$ cat src/rtl/rtc_write_sequencer.sv
// Write-side RTC bus sequencer: walks register indices and issues one multiplexed AD write cycle per index.
// Optional feature macro RTC_WR_MASK_EN adds a per-index write mask that skips masked-off registers.
module rtc_write_sequencer #(
  parameter int          N_REGS    = 18,
  parameter int          STRETCH   = 1,
  parameter logic [7:0]  ADDR_BASE = 8'h21
) (
  input  logic              clk,
  input  logic              rst,
  input  logic              en,
  input  logic              W_R,
  input  logic              start,
`ifdef RTC_WR_MASK_EN
  input  logic [N_REGS-1:0] wr_mask,
`endif
  input  logic [7:0]        wr_data,
  output logic [4:0]        idx,
  output logic [3:0]        ph,
  output logic              busy,
  output logic              done,
  output logic              cs_n,
  output logic              ale,
  output logic              wr_n,
  output logic              rd_n,
  output logic [7:0]        ad_out,
  output logic              ad_oe
);

  typedef enum logic [1:0] {IDLE, BUS, DONE} state_t;

  localparam logic [4:0] IDX_LAST = 5'(N_REGS - 1);
  localparam logic [3:0] PRE_LAST = 4'(STRETCH - 1);

  state_t     state_reg, state_next;
  logic [4:0] idx_reg, idx_next;
  logic [3:0] ph_reg, ph_next;
  logic [3:0] pre_reg, pre_next;
  logic [7:0] data_reg, data_next;
  logic       cs_n_reg, cs_n_next;
  logic       ale_reg, ale_next;
  logic       wr_n_reg, wr_n_next;
  logic       ad_oe_reg, ad_oe_next;
  logic [7:0] ad_out_reg, ad_out_next;
  logic       abort, advance, skip_cur, skip_next, enter_ph2;
  logic [7:0] addr_next;

  assign abort = !en || W_R;

`ifdef RTC_WR_MASK_EN
  // A masked-off index occupies exactly one clk at ph0 with the bus left idle.
  assign skip_cur  = (state_reg == BUS) && (ph_reg == 4'd0) && !wr_mask[idx_reg];
  assign skip_next = (state_next == BUS) && (ph_next == 4'd0) && !wr_mask[idx_next];
`else
  assign skip_cur  = 1'b0;
  assign skip_next = 1'b0;
`endif

  always_comb begin
    state_next = state_reg;
    idx_next   = idx_reg;
    ph_next    = ph_reg;
    pre_next   = pre_reg;
    advance    = 1'b0;
    case (state_reg)
      IDLE: begin
        if (start) begin
          state_next = BUS;
          idx_next   = 5'd0;
          ph_next    = 4'd0;
          pre_next   = 4'd0;
        end
      end
      BUS: begin
        if (skip_cur) begin
          advance = 1'b1;
        end else if (pre_reg == PRE_LAST) begin
          pre_next = 4'd0;
          if (ph_reg == 4'd4) advance = 1'b1;
          else                ph_next = ph_reg + 4'd1;
        end else begin
          pre_next = pre_reg + 4'd1;
        end
      end
      DONE:    state_next = IDLE;
      default: state_next = IDLE;
    endcase
    if (advance) begin
      ph_next  = 4'd0;
      pre_next = 4'd0;
      if (idx_reg == IDX_LAST) begin
        state_next = DONE;
        idx_next   = 5'd0;
      end else begin
        idx_next = idx_reg + 5'd1;
      end
    end
    if (abort) begin
      state_next = IDLE;
      idx_next   = 5'd0;
      ph_next    = 4'd0;
      pre_next   = 4'd0;
    end
  end

  // Bus outputs are decoded from the next state so they are valid in the cycle a phase is entered.
  assign addr_next = ADDR_BASE + {3'b000, idx_next};
  assign enter_ph2 = (state_next == BUS) && (ph_next == 4'd2) &&
                     !((state_reg == BUS) && (ph_reg == 4'd2));
  assign data_next = enter_ph2 ? wr_data : data_reg;

  always_comb begin
    cs_n_next   = 1'b1;
    ale_next    = 1'b0;
    wr_n_next   = 1'b1;
    ad_oe_next  = 1'b0;
    ad_out_next = 8'h00;
    if ((state_next == BUS) && !skip_next) begin
      cs_n_next = 1'b0;
      case (ph_next)
        4'd0: begin ale_next = 1'b1; ad_oe_next = 1'b1; ad_out_next = addr_next; end
        4'd1: begin ad_oe_next = 1'b1; ad_out_next = addr_next; end
        4'd2, 4'd3: begin wr_n_next = 1'b0; ad_oe_next = 1'b1; ad_out_next = data_next; end
        default: ;
      endcase
    end
  end

  always_ff @(posedge clk) begin
    if (!rst) begin
      state_reg  <= IDLE;
      idx_reg    <= 5'd0;
      ph_reg     <= 4'd0;
      pre_reg    <= 4'd0;
      data_reg   <= 8'h00;
      cs_n_reg   <= 1'b1;
      ale_reg    <= 1'b0;
      wr_n_reg   <= 1'b1;
      ad_oe_reg  <= 1'b0;
      ad_out_reg <= 8'h00;
    end else begin
      state_reg  <= state_next;
      idx_reg    <= idx_next;
      ph_reg     <= ph_next;
      pre_reg    <= pre_next;
      data_reg   <= data_next;
      cs_n_reg   <= cs_n_next;
      ale_reg    <= ale_next;
      wr_n_reg   <= wr_n_next;
      ad_oe_reg  <= ad_oe_next;
      ad_out_reg <= ad_out_next;
    end
  end

  assign idx    = idx_reg;
  assign ph     = ph_reg;
  assign busy   = (state_reg == BUS);
  assign done   = (state_reg == DONE);
  assign cs_n   = cs_n_reg;
  assign ale    = ale_reg;
  assign wr_n   = wr_n_reg;
  assign rd_n   = 1'b1;
  assign ad_out = ad_out_reg;
  assign ad_oe  = ad_oe_reg;

endmodule
$ cat config.mk
export PLATFORM = sky130hd
export DESIGN_NAME = rtc_write_sequencer
export DESIGN_NICKNAME = d
export VERILOG_FILES = /design/src/rtl/rtc_write_sequencer.sv
export SDC_FILE = /design/constraint.sdc
export NUM_CORES = 1
export LEC_CHECK = 0
export ABC_AREA = 0
export BUFFER_PORTS_ARGS = -buffer_cell sky130_fd_sc_hd__buf_2
export CORE_UTILIZATION = 58
export CTS_CLUSTER_DIAMETER = 80
export DETAILED_ROUTE_END_ITERATION = 8
export PLACE_DENSITY = 0.84
export SLEW_MARGIN = 20
export SYNTH_ARGS = -nofsm -noshare
export SYNTH_HDL_FRONTEND = slang
export SYNTH_SLANG_ARGS = --single-unit
$ cat constraint.sdc
create_clock -name clk -period 7.6 [get_ports clk]
set_input_delay 1.9 -clock clk [delete_from_list [all_inputs] [get_ports clk]]
set_output_delay 1.9 -clock clk [all_outputs]
set_load 0.05 [all_outputs]
# [Word-level counts from Yosys, hierarchy flattened]
# Index checks and enable logic that the tools add are counted.
[totals] regBits=35 output_inout_bits=24
[classes] add_sub_neg=4 eq_ne=10 n_mux=28 bitwise_logic=1 reduce_logical=16
[ops] operator="$mux W4" n=7
[ops] operator="$mux W5" n=5
[ops] operator="$pmux W4 S2" n=2
[ops] operator="$pmux W8 S2" n=1
[ops] operator="$eq A4 B2 Y1 const B" n=3
[ops] operator="$add A4 B1 Y4 const B" n=2
[ops] operator="$logic_not A4 Y1" n=2
[ops] operator="$mux W2" n=4
[ops] operator="$mux W8" n=1
[ops] operator="$add A6 B5 Y7 const A" n=1
[ops] operator="$mux W1" n=7
[ops] operator="$add A5 B1 Y5 const B" n=1
[ops] operator="$eq A5 B5 Y1 const B" n=1
[ops] operator="$eq A2 B1 Y1 const B" n=2
[ops] operator="$eq A4 B1 Y1 const B" n=1
[ops] operator="$eq A4 B3 Y1 const B" n=1
[ops] operator="$pmux W2 S2" n=1
[ops] operator="$reduce_and A2 Y1" n=2
[ops] operator="$reduce_or A2 Y1" n=2
[ops] operator="$reduce_or A4 Y1" n=1
[ops] operator="$logic_and A1 B1 Y1" n=3
[ops] operator="$reduce_or A3 Y1" n=1
[ops] operator="$eq A2 B2 Y1 const B" n=1
[ops] operator="$logic_not A1 Y1" n=2
[ops] operator="5 further kinds" n=5

# [Longest topological paths before layout]
[logic_depth] ltp_word=11 mapped_depth=12 ltp_nobuf=12

# [Worst setup path before layout]
# Ideal clock, no wire load.
[synth_timing] kind="input-to-reg" startpoint="input W_R" endpoint="register ad_out_reg[6] (netlist: ad_out[6])" setup_time_ns=0.062 arrival_ns=3.752 setup_slack_ns=3.786 cell_stages=11 path_buffers=1 cell_sequence="nand2b_4 > a21oi_1 > buf_2 > nand3_1 > o21a_1 > inv_1 > ha_1 > inv_1 > or4_4 > mux2_2 > nor2_2"
[synth_lines] element="from (decl)" line_no="11" text="input logic W_R,"
[synth_lines] element="$logic_or A1 B1 Y1" line_no="47" text="assign abort = !en || W_R;"
[synth_lines] element="$mux W5" line_no="97" text="if (abort) begin"
[synth_lines] element="via idx_next[0]" line_no="35" text="logic [4:0] idx_reg, idx_next;"
[synth_lines] element="$add A6 B5 Y7" line_no="106" text="assign addr_next = ADDR_BASE + {3'b000, idx_next};"
[synth_lines] element="$pmux W8 S2" line_no="119" text="case (ph_next)"
[synth_lines] element="to (signal assigned)" line_no="150" text="ad_out_reg <= ad_out_next;"
[synth_lines] element="to (decl)" line_no="43" text="logic [7:0] ad_out_reg, ad_out_next;"
# The timed path passes the listed nets, and every way through them passes these cells.
# A chain may end at the register's enable or synchronous reset.

# [Worst setup path after layout]
[layout_timing] startpoint="input W_R" endpoint="register data_reg[2]"
[layout_between] elab_chain_cells=6
[layout_lines] element="$logic_or A1 B1 Y1 (*)" line_no="47"
[layout_lines] element="$mux W4 / $mux W2 (equally long branches)" line_no="97"
[layout_lines] element="$eq A4 B2 Y1 / $eq A2 B1 Y1 (equally long branches)" line_no="107" text="assign enter_ph2 = (state_next == BUS) && (ph_next == 4'd2) &&"
[layout_lines] element="$logic_and A1 B1 Y1 (*) (2 in a row)" line_no="107"
[layout_lines] element="$mux W8 (*)" line_no="109" text="assign data_next = enter_ph2 ? wr_data : data_reg;"
[layout_lines] element="to (signal assigned)" line_no="145" text="data_reg <= data_next;"
[layout_lines] element="to (decl)" line_no="38" text="logic [7:0] data_reg, data_next;"
# Every way passes the cells marked *; elsewhere a longest branch is shown, timed or not.

==> impl_results.md <==
- Inserted Clock Buffers: 5
- Final hold violation count: 0
- Clock latency at the later pin of the worst-skew pair: 0.35 ns
- DRC violation count after routing: 0
- Global-route total usage across every layer: 0.2535
- Remaining number of nets flagged by the antenna check after routing: 0
- Buffer count from post-CTS setup fixing: 0
- IO Pins: 37
- Wire length of the first global-routing pass: 6292 um
- Arrival time of data at the critical path endpoint: 4.32 ns
- Worst Path Class, Setup: in2reg
- Most used DFF post-synth: dfxtp_1
- Placed wire-length estimate after detailed placement: 2815 um
- Synthesized flop and latch total: 35
- Clock transition at the registers of the reported paths: 0.11 ns
- Maximum number of pins on one net before global-route repair: 20
- Worst clock skew: 0.008427 ns
- Ys Warns: 0
- Total congestion overflow after global routing: 0
- Unrepaired setup endpoints after global routing: no
- Per-cell routed wire length: 14.81 um
- Detailed Route WL: 3822 um
- Startpoint type of the worst setup path: input pin
- Avg Cell Area, Syn: 9.301 um^2
- Setup-failing EPs final: 0
- Number of gates resized after cts: 0
- Area inside the core boundary: 0.002805 mm^2
- Die width: 57.06 um
- Number of global-route vias before repair: 1402
- Number of instances in the synthesized netlist: 189
- Ranking of synthesized cells by instance count: dfxtp_1, nor2_1, inv_1, nor2b_1, a21oi_1
- Detail-routed via count per cell: 5.926
- Cell type contributing the most total cell area after synthesis: dfxtp_1
- Die outline area: 0.003255 mm^2
- Seq/Total Area, Yosys: 0.3986
- Leak: 0.0008297 uW
- Final critical-path share of the clock period: 0.5348
- Number of H-tree levels: 2
- Maximum clock frequency: 0.2461 GHz
- Family of cells with the greatest summed delay on the critical path: simple AND/OR/NAND/NOR gates
- Synth Net Count: 210
- Clock tree from TritonCTS: yes
- Starting utilization of the core area: 0.6267
- Critical Path, Cell by Cell: buf_2, nand2b_4, a21oi_1, o21ai_0, nor4_4, mux2_2, and2_1
- Top area cells in the synthesized netlist: dfxtp_1, ha_1, mux2i_1, nor2b_1, nor2_1
- Number of synthesized flops with an enable pin: 0
- Sum of buffers and inverters on the critical path: 1
- Crit path largest cell delay: 0.64 ns
- Post-layout worst setup margin: 3.536 ns
- Inserted Diodes: 0
- Total number of vias: 1529
- Quantity of hold-fixing buffers added after cts: 0
- Global placement routability congestion: 0.8106
- Synthesis-to-finish area growth: 13.88%
- Layout net count: 247
- Maximum Capacitance Violations: 0
- Fin crit period: 4.064 ns
- Number of clock sinks: 35
- Top-area cell type share of the netlist area: 0.3986
- CP max FO: 11
- Cell at the root of the clock tree: clkbuf_4
- Number of distinct library cell variants in the gate-level netlist after synthesis: 58
- Status: finished clean
- Final Max Tran Viols: 0
- Pwr/cell area: 151.8 mW/mm^2
- Synth Cell Area: 0.001758 mm^2
- Cell type of the slowest stage on the worst timing path: nor4_4
- Class of the tightest hold or removal check: reg2reg
- Share of cells above drive strength 1: 0.2687
- Maximum vdd drop: 122.5 uV
- Initial antenna violation count: 0
- Required time worst endpoint: 7.86 ns
- Cell with the most instances after synthesis: dfxtp_1
- Length of the first detailed-routing pass in iterations: 4
- Transition at the pin with the smallest max-transition slack: 0.7011 ns
- Setup_tns: 0 ns
- Max_slew headroom: 0.5326
- Worst-case clock buffer depth: 2
- IO Port Bufs: 35
- Placement Rows: 19
- Capturing element type of the critical path: flop
- Async S/R FF share, synth: 0
- Pre-CTS setup slack: 3.197 ns
- First-iteration detailed-routing DRC count: 66
- Chip Height: 57.06 um
cell usage in the layout, fill, tap and decap left out, drive strengths merged, types with 4 or more instances in the layout:
cell    netlist  routed
nand3        10      10
mux2i         7       7
o21a          4       4
clkbuf        3       6
o21ai         4       4
a211oi        4       4
nor2b        11      11
a21oi        10      10
buf           2      35
nand4         4       4
nand2         9       9
ha            8       8
dfxtp        35      35
nor4          5       5
inv          13      13
nor2         15      15
final cells by class:
class | instances | area [um^2]
inverter | 13 | 48.80
multi-input combinational | 136 | 984.7
clock inverter | 2 | 12.51
fill | 236 | 803.3
tap | 31 | 38.79
sequential | 35 | 700.7
clock buffer | 6 | 41.29
timing repair buffer | 35 | 175.2
where the power goes:
group	internal, uW	switching (uW)	leakage [uW]	total, uW
combinational	5.99	12.3	0.000519	18.3
sequential	184	0.431	0.000282	185
clock	35.7	65.2	0.0000282	101
total	226	78.0	0.000830	304
through the flow:
step	cells	utilization	total power [uW]	hold slack, ns	instance area, um^2
after floorplan	189	-	201.4	0.4509	1758
after global placement	250	0.6945	206.6	0.4607	1948
after detailed placement	250	0.6945	207.0	0.4789	1948
after CTS	258	0.7136	305.8	0.4937	2002
after global routing	258	0.7136	314.1	0.5133	2002
final	258	0.7136	303.9	0.4932	2002
worst paths after layout:
path,end,start,depth (start not counted),slack [ns]
setup / recovery,data_reg[2],W_R,7,3.54
hold / removal,data_reg[4],data_reg[4],2,0.49
setup reg to reg,ad_out[6],pre_reg[0],12,4.57
hold reg to reg,data_reg[4],data_reg[4],2,0.49
per-layer routing:
metal / part of all wire / vias up / track usage / routed length [um]
li1: - / 759 / - / -
met1: 0.45 / 711 / 0.3167 / 1737
met2: 0.47 / 49 / 0.4134 / 1780
met3: 0.059 / 10 / 0.06349 / 224
met4: 0.021 / 0 / 0.1150 / 80
met5: 0 / - / 0 / 0
worst min-delay path: stages, from the launching register on:
cell	delay [ns]
dfxtp_1	0.33
nand2b_1	0.06
a21boi_0	0.07
kinds of logic after synthesis:
group	share of synthesized area
other	0.002133
AOI/OAI and AO/OA	0.1559
xor gates and xnor gates	0.004983
adders and majority gates	0.05694
and+or+nand+nor	0.2811
buffers and inverters	0.04128
muxes	0.05907
DFF	0.3986
(Power assumes the default switching activity.)
